### src/rtl/output_gain_stage.sv
// Purpose: converts a signed BCD tenths-of-dB setting to a linear Q3.13 gain and
//          applies it, per-sample ramped, with round-half-up and saturation.
// Latency: 2 cycles in_valid -> out_valid; setting takes 3 cycles; no backpressure.
module output_gain_stage #(
  parameter int RAMP_STEP      = 16,
  parameter int RESET_GAIN_IDX = 60
) (
  input  logic               clk,
  input  logic               reset_n,
  input  logic               set,
  input  logic [3:0]         num2,
  input  logic [3:0]         num1,
  input  logic [3:0]         num0,
  input  logic               neg,
  input  logic               in_valid,
  input  logic signed [15:0] in_sample,
  output logic               out_valid,
  output logic signed [15:0] out_sample,
  output logic               clip,
  output logic               busy,
  output logic               bad_bcd,
  output logic [15:0]        gain
);

  // round(8192 * 10^((i-60)/20)) for i = 0..72, i.e. -60 dB .. +12 dB in 1 dB steps
  localparam logic [15:0] GAIN_LUT [0:72] = '{
    16'd8,     16'd9,     16'd10,    16'd12,    16'd13,    16'd15,    16'd16,    16'd18,
    16'd21,    16'd23,    16'd26,    16'd29,    16'd33,    16'd37,    16'd41,    16'd46,
    16'd52,    16'd58,    16'd65,    16'd73,    16'd82,    16'd92,    16'd103,   16'd116,
    16'd130,   16'd146,   16'd163,   16'd183,   16'd206,   16'd231,   16'd259,   16'd291,
    16'd326,   16'd366,   16'd411,   16'd461,   16'd517,   16'd580,   16'd651,   16'd730,
    16'd819,   16'd919,   16'd1031,  16'd1157,  16'd1298,  16'd1457,  16'd1635,  16'd1834,
    16'd2058,  16'd2309,  16'd2591,  16'd2907,  16'd3261,  16'd3659,  16'd4106,  16'd4607,
    16'd5169,  16'd5799,  16'd6507,  16'd7301,  16'd8192,  16'd9192,  16'd10313, 16'd11572,
    16'd12983, 16'd14568, 16'd16345, 16'd18340, 16'd20577, 16'd23088, 16'd25905, 16'd29066,
    16'd32613
  };

  localparam logic [15:0]        STEP_U = 16'(RAMP_STEP);
  localparam logic signed [16:0] STEP_S = 17'(RAMP_STEP);

  typedef enum logic [1:0] {
    S_IDLE,
    S_CONV,
    S_SCALE,
    S_LOOKUP
  } state_t;

  // Setting path state
  state_t      state_q, state_d;
  logic [3:0]  d2_q, d2_d, d1_q, d1_d, d0_q, d0_d;
  logic        neg_q, neg_d;
  logic [9:0]  t_q, t_d;
  logic [6:0]  idx_q, idx_d;
  logic [15:0] target_q, target_d;
  logic        bad_bcd_q, bad_bcd_d;

  // Ramp and datapath state
  logic [15:0]        gain_q, gain_d;
  logic signed [32:0] prod_q, prod_d;
  logic               vld1_q, vld1_d;
  logic               out_vld_q, out_vld_d;
  logic signed [15:0] out_sample_q, out_sample_d;
  logic               clip_q, clip_d;

  // Intermediate combinational values
  logic               digit_bad;
  logic [9:0]         t_calc;
  logic signed [10:0] s_raw, s_clamp;
  logic [10:0]        s_off;
  logic signed [16:0] gain_diff;
  logic signed [33:0] rnd_sum, rnd_shift;

  // Decimal value of the latched digits and its signed, clamped, dB-rounded index
  always_comb begin
    digit_bad = (d2_q > 4'd9) || (d1_q > 4'd9) || (d0_q > 4'd9);
    t_calc    = {6'd0, d2_q} * 10'd100 + {6'd0, d1_q} * 10'd10 + {6'd0, d0_q};
    s_raw     = neg_q ? -$signed({1'b0, t_q}) : $signed({1'b0, t_q});
    if (s_raw < -11'sd600) begin
      s_clamp = -11'sd600;
    end else if (s_raw > 11'sd120) begin
      s_clamp = 11'sd120;
    end else begin
      s_clamp = s_raw;
    end
    // +605 shifts -60.0 dB to 5 so the divide by 10 rounds half up to whole dB
    s_off = 11'(s_clamp + 11'sd605);
  end

  // Setting FSM: IDLE -> CONV -> SCALE -> LOOKUP -> IDLE; set is ignored outside IDLE
  always_comb begin
    state_d   = state_q;
    d2_d      = d2_q;
    d1_d      = d1_q;
    d0_d      = d0_q;
    neg_d     = neg_q;
    t_d       = t_q;
    idx_d     = idx_q;
    target_d  = target_q;
    bad_bcd_d = bad_bcd_q;
    case (state_q)
      S_IDLE: begin
        if (set) begin
          d2_d    = num2;
          d1_d    = num1;
          d0_d    = num0;
          neg_d   = neg;
          state_d = S_CONV;
        end
      end
      S_CONV: begin
        if (digit_bad) begin
          bad_bcd_d = 1'b1;
          state_d   = S_IDLE;
        end else begin
          t_d       = t_calc;
          bad_bcd_d = 1'b0;
          state_d   = S_SCALE;
        end
      end
      S_SCALE: begin
        idx_d   = 7'(s_off / 11'd10);
        state_d = S_LOOKUP;
      end
      S_LOOKUP: begin
        target_d = GAIN_LUT[idx_q];
        state_d  = S_IDLE;
      end
      default: begin
        state_d = S_IDLE;
      end
    endcase
  end

  // Gain ramp: one bounded step toward the target per accepted sample
  always_comb begin
    gain_d    = gain_q;
    gain_diff = $signed({1'b0, target_q}) - $signed({1'b0, gain_q});
    if (in_valid) begin
      if (gain_diff > STEP_S) begin
        gain_d = gain_q + STEP_U;
      end else if (gain_diff < -STEP_S) begin
        gain_d = gain_q - STEP_U;
      end else begin
        gain_d = target_q;
      end
    end
  end

  // Two-stage datapath: multiply by the pre-ramp gain, then round and saturate
  always_comb begin
    vld1_d       = in_valid;
    prod_d       = prod_q;
    if (in_valid) begin
      prod_d = $signed({{17{in_sample[15]}}, in_sample}) * $signed({17'd0, gain_q});
    end
    rnd_sum      = {prod_q[32], prod_q} + 34'sd4096;
    rnd_shift    = rnd_sum >>> 13;
    out_vld_d    = vld1_q;
    out_sample_d = out_sample_q;
    clip_d       = 1'b0;
    if (vld1_q) begin
      if (rnd_shift > 34'sd32767) begin
        out_sample_d = 16'sh7FFF;
        clip_d       = 1'b1;
      end else if (rnd_shift < -34'sd32768) begin
        out_sample_d = -16'sh8000;
        clip_d       = 1'b1;
      end else begin
        out_sample_d = rnd_shift[15:0];
      end
    end
  end

  // Setting path registers; reset aborts any conversion in progress
  always_ff @(posedge clk or negedge reset_n) begin
    if (!reset_n) begin
      state_q   <= S_IDLE;
      d2_q      <= 4'd0;
      d1_q      <= 4'd0;
      d0_q      <= 4'd0;
      neg_q     <= 1'b0;
      t_q       <= 10'd0;
      idx_q     <= 7'd0;
      target_q  <= GAIN_LUT[RESET_GAIN_IDX];
      bad_bcd_q <= 1'b0;
    end else begin
      state_q   <= state_d;
      d2_q      <= d2_d;
      d1_q      <= d1_d;
      d0_q      <= d0_d;
      neg_q     <= neg_d;
      t_q       <= t_d;
      idx_q     <= idx_d;
      target_q  <= target_d;
      bad_bcd_q <= bad_bcd_d;
    end
  end

  // Ramp and datapath registers; reset discards samples in flight
  always_ff @(posedge clk or negedge reset_n) begin
    if (!reset_n) begin
      gain_q       <= GAIN_LUT[RESET_GAIN_IDX];
      prod_q       <= 33'sd0;
      vld1_q       <= 1'b0;
      out_vld_q    <= 1'b0;
      out_sample_q <= 16'sd0;
      clip_q       <= 1'b0;
    end else begin
      gain_q       <= gain_d;
      prod_q       <= prod_d;
      vld1_q       <= vld1_d;
      out_vld_q    <= out_vld_d;
      out_sample_q <= out_sample_d;
      clip_q       <= clip_d;
    end
  end

  assign out_valid  = out_vld_q;
  assign out_sample = out_sample_q;
  assign clip       = clip_q;
  assign busy       = (state_q != S_IDLE);
  assign bad_bcd    = bad_bcd_q;
  assign gain       = gain_q;

endmodule

### config.mk
export PLATFORM = sky130hd
export DESIGN_NAME = output_gain_stage
export DESIGN_NICKNAME = d
export VERILOG_FILES = /design/src/rtl/output_gain_stage.sv
export SDC_FILE = /design/constraint.sdc
export NUM_CORES = 1
export LEC_CHECK = 0
export ABC_AREA = 1
export CAP_MARGIN = 20
export CORE_MARGIN = 2
export CORE_UTILIZATION = 63
export DETAILED_ROUTE_END_ITERATION = 8
export GPL_TIMING_DRIVEN = 0
export PLACE_DENSITY_LB_ADDON = 0.2
export SETUP_SLACK_MARGIN = 0.02
export SYNTH_ARGS = -nofsm -noshare
export SYNTH_HDL_FRONTEND = slang
export SYNTH_SLANG_ARGS = --single-unit
### constraint.sdc
create_clock -name clk -period 16.2 [get_ports clk]
set_input_delay 3.24 -clock clk [delete_from_list [all_inputs] [get_ports clk]]
set_output_delay 3.24 -clock clk [all_outputs]
set_load 0.03 [all_outputs]
# After elaboration in Yosys (flattened, before gate mapping)
# Memories as Yosys holds them, arrays and structs flattened. A register that Yosys moved wholly into a read port is not among the register bits.
# Index checks and enable logic that the tools add are counted.
# word_totals
wordCells,63
rom_bits,2048
ff_bits,101
out_inout_bits,36
input_bits,33
memories,1
# memory_table
memory,depth,word_bits,read_ports,rd_ports_with_merged_regs,wr,line_no,text
(name not given),128,16,1,1,0,126,target_d = GAIN_LUT[idx_q];
# classes
eq_ne,4
reduce_logical,7
muxes,14
addsub,8
n_div,1
n_mul,3
magnitude_cmp,9
n_bitwise,2
# ops
operator,n
$mux W16,4
$add A33 B14 Y34 const B,1
$mul A16 B17 Y33,1
$mux W11,3
$gt A21 B16 Y1 const B,1
$lt A21 B16 Y1 const B,1
$gt A17 B6 Y1 const B,1
$lt A17 B5 Y1 const B,1
$sub A16 B16 Y17,1
$add A16 B5 Y16 const B,1
$sub A16 B5 Y16 const B,1
$gt A4 B4 Y1 const B,3
$add A11 B11 Y11 const B,1
$div A11 B4 Y11 const B,1
$gt A11 B8 Y1 const B,1
$lt A11 B11 Y1 const B,1
$neg A10 Y11,1
$add A10 B4 Y10,1
$add A10 B8 Y10,1
$mul A4 B5 Y8 const B,1
$not A7 Y8,1
$pmux W2 S4,1
$mul A4 B3 Y7 const B,1
$eq A2 B2 Y1 const B,2
10 further kinds,16

# Longest topological paths before layout
# depth
depth_word,7
mapped_depth,47
depth_no_buf,46

# Worst setup path after synthesis
# OpenSTA, ideal clock, no wires.
# synth_timing
kind,input -> register
from,input in_sample[5]
to,register prod_q[28]
setup_time_ns,0.132
path_buffers,2
required_ns,16.068
path_stages,32
arrival_ns,9.204
setup_slack_ns,6.865
cell_sequence,clkbuf_1 -> clkbuf_1 -> nand2_1 -> fa_1 -> inv_1 -> fa_1 -> inv_1 -> fa_1 -> fa_1 -> inv_1 -> fa_1 -> fa_1 -> ha_1 -> a21oi_1 -> o21ai_1 -> a21o_1 -> a21o_1 -> a21oi_1 -> inv_1 -> nand3_1 -> o2111ai_1 -> nand2_1 -> nand2_1 -> nand2_1 -> nand2_1 -> nand2_1 -> nand2_1 -> nand3_1 -> nand2_1 -> or2_2 -> nand3_1 -> o21ai_0
# synth_via
elab_chain_len,1
# synth_lines
element,line_no,text
start: declaration,16,"input logic signed [15:0] in_sample,"
$mul A16 B17 Y33,155,"prod_d = $signed({{17{in_sample[15]}}, in_sample}) * $signed({17'd0, gain_q});"
end signal: assignment,211,prod_q <= prod_d;
end: declaration,60,"logic signed [32:0] prod_q, prod_d;"
# No other way between the ends.
# A chain may end at the register's enable or synchronous reset.

# Final worst setup path
# layout_timing
from,input in_sample[1]
to,register prod_q[28]
# The elaborated chain is that of the path after synthesis.

==> flow_summary.json <==
{
  "cts_resized": 0,
  "clock_latency_ns": 0.37,
  "yosysSeqAreaShare": 0.1554,
  "fin_area_um2": 18040,
  "finalSetupTns_ns": 0,
  "critPathMaxStageDelay_ns": 0.60,
  "max-slew-margin-rel": 0.4715,
  "numCtsBuffers": 9,
  "whs_path_depth": 2,
  "fp-row-count": 59,
  "drc_errors": 0,
  "critPathSlowestCell": "clkdlybuf4s50_1",
  "r2r-start": "gain[8]",
  "synth_area_leaders": "fa_1 24%, dfrtp_1 15%, ha_1 13%",
  "yosysTopAreaCell": "fa_1",
  "io_pins": 69,
  "first_pass_iters": 8,
  "grt.overflow.total": 0,
  "dpl.hpwl_mm": 35.41,
  "start_util": 0.6433,
  "setup_slack_ns": 5.926,
  "drt_iter0_drc": 1371,
  "cts_post_setup_buffers_inserted": 0,
  "min_path_type": "flip-flop to flip-flop",
  "wl_per_cell_um": 16.29,
  "grt_pass1_wl_mm": 72.02,
  "dp_slack_ns": 5.613,
  "finalHoldViolCount": 0,
  "yosysWarnings": 0,
  "core_area_um2": 26060,
  "dp.cells": 2619,
  "placed_area_um2": 17760,
  "reg2reg_to": "prod_q[28]",
  "vias": 14791,
  "rrSetupSlack_ns": 8.46,
  "run_status": "completed",
  "htree_levels": 3,
  "slew_violations": 0,
  "worstMarginPinSlew_ns": 0.7927,
  "critical_path.startpoint": "in_sample[1]",
  "synth-edff-count": 0,
  "antenna_left": 0,
  "cpMostUsedCell": "nand2_1",
  "clkSlewWorstSetupHoldPaths_ns": 0.08,
  "cts.sinks": 104,
  "synthToLayoutAreaGrowth_pct": 7.620,
  "synth-main-ff-cell": "dfrtp_1",
  "yosysUniqueCellTypes": 58,
  "root_buffer": "clkbuf_16",
  "synth_nets": 2639,
  "dieWidth_um": 167.1,
  "rsz0062_at_grt": "no",
  "finalCritPeriodShare": 0.6342,
  "syn_area_um2": 16760,
  "routed_wl_mm": 42.94,
  "dieArea_um2": 27930,
  "async_flop_share": 1.000,
  "fin_cells": 2636,
  "syn-instance-count": 2228,
  "grt_max_degree": 54,
  "die_h_um": 167.1,
  "vias_per_cell": 5.611,
  "cts_tree": "done",
  "synth.most_common_cell": "nand2_1",
  "synth_common_cells": "520 x nand2_1, 463 x inv_1, 199 x fa_1",
  "portBuffers": 55,
  "final_layout_size_suffix_gt1_frac": 0.04783,
  "fin_nets": 2706,
  "arrival_ns": 10.49,
  "antenna_found_initial": 3,
  "netlist.area_leader.share": 0.2376,
  "min_to": "out_sample[15]",
  "place_congestion": 0.9570,
  "skew_ns": 0.01610,
  "grt_usage": 0.3168,
  "required_ns": 16.41,
  "fin_crit_ns": 10.27,
  "worstHoldStart": "out_sample[15]",
  "max_freq_ghz": 0.09733,
  "setup_viol": 0,
  "ctsHoldBuffers": 0,
  "grt_pass1_vias": 14877,
  "cp-end-kind": "flip-flop",
  "maxCapViolations": 0,
  "path_max_fanout": 10,
  "rr_worst_depth": 32,
  "avgSynthCellArea_um2": 7.525,
  "critPathTopFamily": "adder cells",
  "criticalPathCategory": "input port to flip-flop",
  "cp-start-kind": "input port",
  "clock_path_buffers": 2,
  "synth-seq-cells": 104,
  "worst-path-buf-inv": 6
}
## layer usage
layer | up-vias | global-route usage | wire length, um
li1 | 7006 | - | -
met1 | 7109 | 0.4130 | 17320
met2 | 557 | 0.5335 | 20740
met3 | 115 | 0.04349 | 2907
met4 | 4 | 0.1356 | 1940
met5 | - | 0 | 28
## area by class of cell
type                    count  area, um^2
multi-input cells        1555       12000
fillers                  2183        8016
flip-flops and latches    104        2605
inverters                 480        1802
repair buffers             56       575.6
well taps                 335       419.2
plain buffers              89       361.6
clock buffers              10       229.0
clock inverters             6       51.30
diodes                      1       2.502
## per-stage QoR
stage	hold slack, ns	util
after floorplan	0.4476	-
after global placement	0.4734	0.6806
after detailed placement	0.4783	0.6815
after CTS	0.4977	0.6923
after global routing	0.5176	0.6924
final	0.4968	0.6924
## worst max path at each step
stage / end / slack (ns) / cells past startpoint
2_1_floorplan: prod_q[28] / 6.86 / 32
3_3_place_gp: prod_q[28] / 5.74 / 32
3_5_place_dp: prod_q[28] / 5.61 / 32
4_1_cts: prod_q[28] / 6.00 / 32
5_1_grt: prod_q[28] / 5.52 / 32
6_report: prod_q[28] / 5.93 / 32
## sequential cells by signal (all words and copies together) (netlist names), 4 cells and up, named ones only
name and cells:
d0_q 4, d1_q 4, d2_q 4, gain 16
idx_q 7, out_sample 16, prod_q 21, t_q 10
target_q 15
## cells in the final DEF, fill, tap and decap left out, types with 5 or more instances in the layout
master | netlist | final
o21ai_0 | 90 | 90
nand2_1 | 520 | 520
xnor2_1 | 16 | 16
nand2_4 | 6 | 6
nand2_2 | 31 | 31
clkbuf_1 | 79 | 80
or2_2 | 11 | 11
nand4_1 | 18 | 18
nand3_1 | 75 | 75
a31oi_1 | 13 | 13
o21bai_1 | 7 | 7
nand3b_1 | 6 | 6
xor2_1 | 32 | 32
nand3_2 | 13 | 13
clkinv_1 | 5 | 5
fa_1 | 199 | 199
o22ai_1 | 9 | 9
o211ai_1 | 20 | 20
a211oi_1 | 6 | 6
clkbuf_16 | 0 | 9
a21oi_1 | 92 | 92
mux2_2 | 7 | 7
inv_2 | 12 | 12
a22oi_1 | 5 | 5
buf_1 | 7 | 7
nor3_1 | 15 | 15
inv_1 | 463 | 463
ha_1 | 179 | 179
clkdlybuf4s50_1 | 0 | 54
nor2_1 | 135 | 135
dfrtp_1 | 102 | 102
## cell families (layout without fill, tap and decap cells)
family / after synthesis / after routing / synth area share
and+or+nand+nor: 844 / 844 / 0.2167
buffers and inverters: 569 / 641 / 0.1290
adders and majority gates: 378 / 378 / 0.3712
AOI/OAI and AO/OA: 277 / 277 / 0.09687
DFF: 104 / 104 / 0.1554
xor gates and xnor gates: 49 / 49 / 0.02605
muxes: 7 / 7 / 0.004702
other: 0 / 1 / 0
## worst register-to-register path: cells and delay by family, from the launching register on
family,cells,cell delay (ns)
AOI/OAI and AO/OA,7,1.26
adders and majority gates,7,3.34
buffers and inverters,6,1.25
DFF,1,0.44
and+or+nand+nor,12,1.28
Power is not shown: default switching activity piles up to over one toggle a cycle in this logic, so the estimate is an artifact.
